**src/rtl/frv_bram_arbiter_pkg.sv**
```systemverilog
// Shared definitions for the FRV BRAM arbiter: port indices, response
// state encoding and the address-window decode helper.
package frv_bram_arbiter_pkg;

    localparam int PORT_IMEM = 0;
    localparam int PORT_DMEM = 1;
    localparam int NPORTS    = 2;

    typedef enum logic {
        RSP_IDLE = 1'b0,
        RSP_PEND = 1'b1
    } rsp_state_t;

    // Unsigned 32-bit window test; addresses below the base wrap to large
    // offsets and therefore fall outside the window.
    function automatic logic in_window(input logic [31:0] addr,
                                       input logic [31:0] base,
                                       input logic [31:0] size);
        return (addr - base) < size;
    endfunction

endpackage

```
**src/rtl/frv_bram_arb_rsp.sv**
```systemverilog
// Per-port response slot: tracks one outstanding response, its error flag,
// and returns fresh BRAM data in the first response cycle and the captured
// hold register afterwards until the core acknowledges.
module frv_bram_arb_rsp
    import frv_bram_arbiter_pkg::*;
(
    input  logic        i_clk,
    input  logic        i_rst,
    input  logic        i_acc_bram,
    input  logic        i_acc_err,
    input  logic        i_ack,
    input  logic [31:0] i_bram_rdata,
    output logic        o_recv,
    output logic        o_error,
    output logic [31:0] o_rdata
);

    rsp_state_t  r_state;
    rsp_state_t  w_state_nxt;
    logic        r_error;
    logic        r_fresh;
    logic [31:0] r_hold;
    logic        w_accept;

    assign w_accept = i_acc_bram | i_acc_err;

    // Response state register
    always_ff @(posedge i_clk or posedge i_rst) begin
        if (i_rst) begin
            r_state <= RSP_IDLE;
        end else begin
            r_state <= w_state_nxt;
        end
    end

    // Next-state: a new accept always (re)fills the slot, ack alone empties it
    always_comb begin
        w_state_nxt = r_state;
        case (r_state)
            RSP_IDLE: if (w_accept)            w_state_nxt = RSP_PEND;
            RSP_PEND: if (i_ack && !w_accept)  w_state_nxt = RSP_IDLE;
            default:                           w_state_nxt = RSP_IDLE;
        endcase
    end

    // Error flag, first-cycle marker and hold-register capture
    always_ff @(posedge i_clk or posedge i_rst) begin
        if (i_rst) begin
            r_error <= 1'b0;
            r_fresh <= 1'b0;
            r_hold  <= 32'h0;
        end else begin
            if (w_accept) begin
                r_error <= i_acc_err;
            end
            r_fresh <= i_acc_bram;
            if (r_fresh) begin
                r_hold <= i_bram_rdata;
            end
        end
    end

    assign o_recv  = (r_state == RSP_PEND);
    assign o_error = o_recv & r_error;
    assign o_rdata = (!o_recv || r_error) ? 32'h0 :
                     (r_fresh ? i_bram_rdata : r_hold);

endmodule

```
**src/rtl/frv_bram_arbiter.sv**
```systemverilog
// Shares one single-ported BRAM between the FRV imem and dmem channels.
// Out-of-window requests complete locally with an error response.
// Build option: define FRV_BRAM_ARB_RR_EN for round-robin arbitration;
// otherwise dmem has fixed priority over imem.
module frv_bram_arbiter
    import frv_bram_arbiter_pkg::*;
#(
    parameter logic [31:0] BRAM_BASE = 32'h0000_0000,
    parameter logic [31:0] BRAM_SIZE = 32'h0001_0000
) (
    input  logic        g_clk,
    input  logic        g_reset,
    input  logic        imem_req,
    output logic        imem_gnt,
    input  logic        imem_wen,
    input  logic [3:0]  imem_strb,
    input  logic [31:0] imem_wdata,
    input  logic [31:0] imem_addr,
    output logic        imem_recv,
    input  logic        imem_ack,
    output logic        imem_error,
    output logic [31:0] imem_rdata,
    input  logic        dmem_req,
    output logic        dmem_gnt,
    input  logic        dmem_wen,
    input  logic [3:0]  dmem_strb,
    input  logic [31:0] dmem_wdata,
    input  logic [31:0] dmem_addr,
    output logic        dmem_recv,
    input  logic        dmem_ack,
    output logic        dmem_error,
    output logic [31:0] dmem_rdata,
    output logic        bram_cen,
    output logic [31:0] bram_addr,
    output logic [31:0] bram_wdata,
    output logic [3:0]  bram_wstrb,
    input  logic        bram_stall,
    input  logic [31:0] bram_rdata
);

    logic [NPORTS-1:0] w_req, w_wen, w_ack, w_recv, w_error;
    logic [NPORTS-1:0] w_free, w_inwin, w_cand, w_errg, w_win, w_acc_bram;
    logic [3:0]        w_strb  [NPORTS];
    logic [31:0]       w_wdata [NPORTS];
    logic [31:0]       w_addr  [NPORTS];
    logic [31:0]       w_rdata [NPORTS];
    logic              w_pick_dmem;

    assign w_req[PORT_IMEM]   = imem_req;
    assign w_wen[PORT_IMEM]   = imem_wen;
    assign w_ack[PORT_IMEM]   = imem_ack;
    assign w_strb[PORT_IMEM]  = imem_strb;
    assign w_wdata[PORT_IMEM] = imem_wdata;
    assign w_addr[PORT_IMEM]  = imem_addr;
    assign w_req[PORT_DMEM]   = dmem_req;
    assign w_wen[PORT_DMEM]   = dmem_wen;
    assign w_ack[PORT_DMEM]   = dmem_ack;
    assign w_strb[PORT_DMEM]  = dmem_strb;
    assign w_wdata[PORT_DMEM] = dmem_wdata;
    assign w_addr[PORT_DMEM]  = dmem_addr;

    for (genvar gi = 0; gi < NPORTS; gi++) begin : g_port
        // A slot can take a new request once its current response is consumed
        assign w_free[gi]     = !w_recv[gi] || w_ack[gi];
        assign w_inwin[gi]    = in_window(w_addr[gi], BRAM_BASE, BRAM_SIZE);
        assign w_cand[gi]     = w_req[gi] && w_inwin[gi] && w_free[gi];
        assign w_errg[gi]     = w_req[gi] && !w_inwin[gi] && w_free[gi];
        assign w_acc_bram[gi] = w_win[gi] && !bram_stall;

        frv_bram_arb_rsp u_rsp (
            .i_clk        (g_clk),
            .i_rst        (g_reset),
            .i_acc_bram   (w_acc_bram[gi]),
            .i_acc_err    (w_errg[gi]),
            .i_ack        (w_ack[gi]),
            .i_bram_rdata (bram_rdata),
            .o_recv       (w_recv[gi]),
            .o_error      (w_error[gi]),
            .o_rdata      (w_rdata[gi])
        );
    end

`ifdef FRV_BRAM_ARB_RR_EN
    logic r_prio_dmem;

    // Round-robin pointer: after an accepted access the other port is preferred
    always_ff @(posedge g_clk or posedge g_reset) begin
        if (g_reset) begin
            r_prio_dmem <= 1'b0;
        end else if (bram_cen && !bram_stall) begin
            r_prio_dmem <= w_win[PORT_IMEM];
        end
    end

    assign w_pick_dmem = w_cand[PORT_DMEM] && (!w_cand[PORT_IMEM] || r_prio_dmem);
`else
    assign w_pick_dmem = w_cand[PORT_DMEM];
`endif

    // Winner selection and BRAM request drive (zeroed when no candidate)
    always_comb begin
        w_win      = '0;
        bram_cen   = 1'b0;
        bram_addr  = 32'h0;
        bram_wdata = 32'h0;
        bram_wstrb = 4'b0000;
        if (w_pick_dmem) begin
            w_win[PORT_DMEM] = 1'b1;
        end else if (w_cand[PORT_IMEM]) begin
            w_win[PORT_IMEM] = 1'b1;
        end
        for (int p = 0; p < NPORTS; p++) begin
            if (w_win[p]) begin
                bram_cen   = 1'b1;
                bram_addr  = w_addr[p] - BRAM_BASE;
                bram_wdata = w_wdata[p];
                bram_wstrb = w_wen[p] ? w_strb[p] : 4'b0000;
            end
        end
    end

    assign imem_gnt   = w_errg[PORT_IMEM] | w_acc_bram[PORT_IMEM];
    assign dmem_gnt   = w_errg[PORT_DMEM] | w_acc_bram[PORT_DMEM];
    assign imem_recv  = w_recv[PORT_IMEM];
    assign dmem_recv  = w_recv[PORT_DMEM];
    assign imem_error = w_error[PORT_IMEM];
    assign dmem_error = w_error[PORT_DMEM];
    assign imem_rdata = w_rdata[PORT_IMEM];
    assign dmem_rdata = w_rdata[PORT_DMEM];

endmodule

```
**config.mk**
```make
export PLATFORM = sky130hd
export DESIGN_NAME = frv_bram_arbiter
export DESIGN_NICKNAME = d
export VERILOG_FILES = /design/src/rtl/frv_bram_arbiter_pkg.sv /design/src/rtl/frv_bram_arb_rsp.sv /design/src/rtl/frv_bram_arbiter.sv
export SDC_FILE = /design/constraint.sdc
export NUM_CORES = 1
export LEC_CHECK = 0
export ABC_AREA = 1
export BUFFER_PORTS_ARGS = -buffer_cell sky130_fd_sc_hd__buf_4
export CAP_MARGIN = 10
export CORE_AREA = 2 2 123 125
export DETAILED_ROUTE_END_ITERATION = 12
export DIE_AREA = 0 0 125 127
export PLACE_DENSITY = 0.69
export SLEW_MARGIN = 40
export SYNTH_ARGS = -nofsm -noshare
export SYNTH_HDL_FRONTEND = slang
export SYNTH_SLANG_ARGS = --single-unit
export TNS_END_PERCENT = 100
```
**constraint.sdc**
```tcl
create_clock -name g_clk -period 2.7 [get_ports g_clk]
set_input_delay 0.27 -clock g_clk [delete_from_list [all_inputs] [get_ports g_clk]]
set_output_delay 0.27 -clock g_clk [all_outputs]
set_load 0.1 [all_outputs]
```
After elaboration in Yosys (flattened, before gate mapping)
Index checks and enable logic that the tools add are counted.
W data, S select, Z words.
{"block": "op_classes", "order_cmp": 2, "n_mux": 23, "bitwise": 6, "n_reduce_logical": 23}
{"op": "$mux W32", "count": 8}
{"op": "$lt A32 B17 Y1 const B", "count": 2}
{"op": "$mux W4", "count": 4}
{"op": "$logic_and A1 B1 Y1", "count": 12}
{"op": "$mux W1", "count": 9}
{"op": "$logic_not A1 Y1", "count": 7}
{"op": "$logic_or A1 B1 Y1", "count": 4}
{"op": "$pmux W1 S2", "count": 2}
{"op": "$and A1 B1 Y1", "count": 2}
{"op": "$not A1 Y1", "count": 2}
{"op": "$or A1 B1 Y1", "count": 2}
{"block": "word_totals", "ff_bits": 70, "input_bits": 177, "out_inout_bits": 139, "elab_cells": 62}

Logic depth before layout (Yosys ltp)
{"block": "logic_depth", "ltp_word": 11, "mapped_depth": 9, "depth_no_buf": 8}

Modules after synthesis
A second synthesis with hierarchy kept.
{"block": "unflattened", "hier_cells": 806, "hier_area_um2": 5292.6}
{"module": "frv_bram_arb_rsp", "n_inst": 2, "cells_each": 279, "area_per_inst_um2": 2072.0, "seq_area_each_um2": 875.8}
{"module": "frv_bram_arbiter", "n_inst": 1, "cells_each": 248, "area_per_inst_um2": 1148.6, "seq_area_each_um2": 0.0}

Least setup slack after synthesis
Ideal clock, no wire load.
{"block": "synth_path", "path_kind": "reg2out", "start": "reg g_port[0].u_rsp.r_state", "end": "out bram_cen", "t_arrival_ps": 3208, "required_ps": 2430, "slack_ps": -778, "stages_incl_launch_ff": 4, "path_buffers": 0, "cell_sequence": "dfrtp_1 -> nand2_1 -> nand2_1 -> o21ai_0"}
{"block": "synth_via", "elab_chain_len": 7}
{"item": "start, declared", "line_no": "frv_bram_arb_rsp.sv:18", "rtl": "rsp_state_t r_state;"}
{"item": "start signal, assigned", "line_no": "frv_bram_arb_rsp.sv:32", "rtl": "r_state <= w_state_nxt;"}
{"item": "$logic_not A1 Y1", "line_no": "frv_bram_arbiter.sv:64", "rtl": "assign w_free[gi] = !w_recv[gi] || w_ack[gi];"}
{"item": "$logic_or A1 B1 Y1", "line_no": "frv_bram_arbiter.sv:64"}
{"item": "$logic_and A1 B1 Y1", "line_no": "frv_bram_arbiter.sv:66", "rtl": "assign w_cand[gi] = w_req[gi] && w_inwin[gi] && w_free[gi];"}
{"item": "$mux W1", "line_no": "frv_bram_arbiter.sv:109", "rtl": "end else if (w_cand[PORT_IMEM]) begin"}
{"item": "$mux W1", "line_no": "frv_bram_arbiter.sv:107", "rtl": "if (w_pick_dmem) begin"}
{"item": "$mux W1 (2 in a row)", "line_no": "frv_bram_arbiter.sv:113", "rtl": "if (w_win[p]) begin"}
{"item": "end, declared", "line_no": "frv_bram_arbiter.sv:33", "rtl": "output logic bram_cen,"}
Every way passes these cells.

Worst setup path after layout
{"block": "layout_path", "start": "reg g_port[0].u_rsp.r_state", "end": "out bram_wstrb[3]"}
{"block": "layout_via", "elab_chain_len": 7}
{"item": "$logic_not A1 Y1", "line_no": "frv_bram_arbiter.sv:64"}
{"item": "$logic_or A1 B1 Y1", "line_no": "frv_bram_arbiter.sv:64"}
{"item": "$logic_and A1 B1 Y1", "line_no": "frv_bram_arbiter.sv:66"}
{"item": "$mux W1", "line_no": "frv_bram_arbiter.sv:109"}
{"item": "$mux W1", "line_no": "frv_bram_arbiter.sv:107"}
{"item": "$mux W4 (2 in a row)", "line_no": "frv_bram_arbiter.sv:113"}
{"item": "end, declared", "line_no": "frv_bram_arbiter.sv:36", "rtl": "output logic [3:0] bram_wstrb,"}
Every way passes these cells.

==> flow_summary.ini <==
[cts]
postCtsSetupBuffers = 0
root_buffer = clkbuf_16
cts_buffers = 9
ctsHoldBuffers = 0
path_clk_slew_ns = 0.06
cts_resized = 0
h-tree-depth = 3
clk_latency_ns = 0.33
clk_path_buf_depth = 2
cts_sinks = 70
cts_tree = done

[pwr]
pwr-share-clk_pct = 44.8
power.share.sequential_pct = 39.0
netSwitchingFraction_pct = 25.49
p_int_mw = 2.020
total_power_mw = 2.711
power_density_nw_per_um2 = 399.4
peakVddDrop_mv = 0.2868
p_comb_share_pct = 16.2
p_leak_nw = 3.729
switching_power_mw = 0.6911

[floorplan]
die_x_um = 125
placement_rows = 44
initial_core_util_pct = 27.87
die_y_um = 127
ios = 316
coreArea_um2 = 14420
die-area_um2 = 15880

[placement]
gp_congestion = 0.8542
dp_hpwl_mm = 12.92
portBuffers = 299
dp_slack_ns = 0.3108

[detailed_routing]
dr_wl_met3_mm = 1.112
postRouteWirelength_mm = 16.28
drt_iter0_markers = 261
m1WireLength_mm = 6.366
first_pass_iters = 5
top_layer = met4
wl_met2_mm = 8.361
drc = 0
ant_nets = 0
num_vias = 4876
post_drt_wl_per_cell_um = 15.14
viasPerCell = 4.536

[global_route]
grt_pass1_vias = 4771
grt.total_usage_pct = 19.90
grt_pass1_wl_mm = 25.20
gr-total-overflow = 0
grt_max_degree = 52
antenna_found_initial = 1

[timing]
tightest_slew_ns = 0.6710
tns_ns = 0
fin_hold_ws_ns = 0.04689
period_minus_slack_ns = 2.505
drv_slew = 0
hold_viol_final = 0
setup_violations = 0
finalCritPeriodShare_pct = 92.77
worst_slack_ns = 0.1952
finClkSkew_ns = 0.002175
fmax_mhz = 399.2
relSlewSlack_pct = 55.20
rsz0062_at_grt = false

[outcome]
status = complete, no violations

[synthesis]
yosysWarnings = 0
synth_top_area_share_pct = 43.57
synth_top_cell_by_area = dfrtp_1
synth_simple_gate_area_share_pct = 38.72
synth_compound_area_share_pct = 9.119
synth_xor_area_share_pct = 0
synth_cell_types = 18
synth_top_family_by_area = simple AND/OR/NAND/NOR gates
ys_ff_latch = 70
netlist_instances = 602
synthMuxAreaShare_pct = 0
yosysSeqAreaShare_pct = 43.57
synth_area_leaders = dfrtp_1, nand2_1, a21oi_1, nand3_1, buf_4
syn-cell-area_um2 = 4020
syn_area_per_cell_um2 = 6.678
synthAdderAreaFrac_pct = 0

[final_layout]
drive_gt1_share_pct = 38.31
most-common-layout-cells = nand2_1, buf_4, dfrtp_1
fin_nets = 1063
final_common_cell = nand2_1
utilization_pct = 47.06
syn_to_final_growth_pct = 68.85

[worst_setup_path]
critPathKind = reg -> out
timing.rr.start = g_port[0].u_rsp.o_recv
crit_path_start = g_port[0].u_rsp.o_recv
worstPathMaxFanout = 18
cp-end-kind = output port
worstPathArrival_ns = 2.23
cp.required_ns = 2.43
cp-start-kind = register

[hold_path]
min_path_type = in -> async

[run]
maxCapViolCount = 0
## kinds of logic (layout without fill, tap and decap cells)
kind of cell / after synthesis / in the layout
AND/OR/NAND/NOR: 394 / 394
AO/OA/AOI/OAI: 72 / 72
flip-flops: 70 / 70
buffers and inverters: 65 / 338
other: 1 / 17
## metrics by stage
step | instance area [µm²] | cells
CTS | 6782 | 1074
detailed placement | 6472 | 1059
floorplan | 4144 | 617
finish | 6788 | 1075
global route | 6788 | 1075
global placement | 6472 | 1059
## critical path: stages, from the launching register on
cell and delay, ns:
dfrtp_1 0.40, nand2_1 0.12, nand2_1 0.11, nor2_4 0.39, nand2_1 0.36, o21ai_4 0.21, buf_4 0.31
## routing by layer
metal	vias to the layer above	global-route usage, %
li1	2442	-
met1	2173	23.45
met2	225	35.52
met3	36	4.229
met4	0	7.843
met5	-	0
## path summary, 6_finish.rpt
kind                                         endpoint  slack (ns)  depth (start not counted)
max in group asynchronous  g_port[1].u_rsp.r_hold[12]        1.99                          3
hold reg to reg             g_port[0].u_rsp.r_hold[0]        0.46                          2
hold / removal             g_port[0].u_rsp.r_hold[31]        0.05                          2
min in group g_clk            g_port[1].u_rsp.r_fresh        0.12                          2
setup / recovery                        bram_wstrb[3]        0.20                          6
setup reg to reg              g_port[0].u_rsp.r_error        1.16                          6
## registers in the layout (all words and copies together) (netlist names)
signal                flops
g_port.u_rsp.o_recv       2
g_port.u_rsp.r_error      2
g_port.u_rsp.r_fresh      2
g_port.u_rsp.r_hold      64
## power by group through the flow
stage	combinational, mW	clock (mW)	sequential [mW]
2_1_floorplan	0.196	0	1.10
3_3_place_gp	0.439	0	1.08
3_5_place_dp	0.441	0	1.08
4_1_cts	0.442	1.25	1.06
5_1_grt	0.464	1.29	1.06
6_report	0.439	1.21	1.06
## synthesized netlist by cell type (all sizes together)
| master | instances |
|---|---|
| inv | 14 |
| a21boi | 1 |
| nand2 | 319 |
| nor2 | 23 |
| a21oi | 64 |
| buf | 33 |
| conb | 1 |
| nand3 | 52 |
| clkbuf | 18 |
| dfrtp | 70 |
| o21ai | 7 |
## layout make-up
class / instances / area [µm²]
antenna: 1 / 2.502
clock buffer: 12 / 266.5
clock inverter: 3 / 42.54
fill: 1468 / 7636
inverter: 14 / 52.55
multi-input combinational: 482 / 2056
sequential: 70 / 1752
tap: 184 / 230.2
timing repair buffer: 309 / 2386
(Power assumes the default switching activity.)
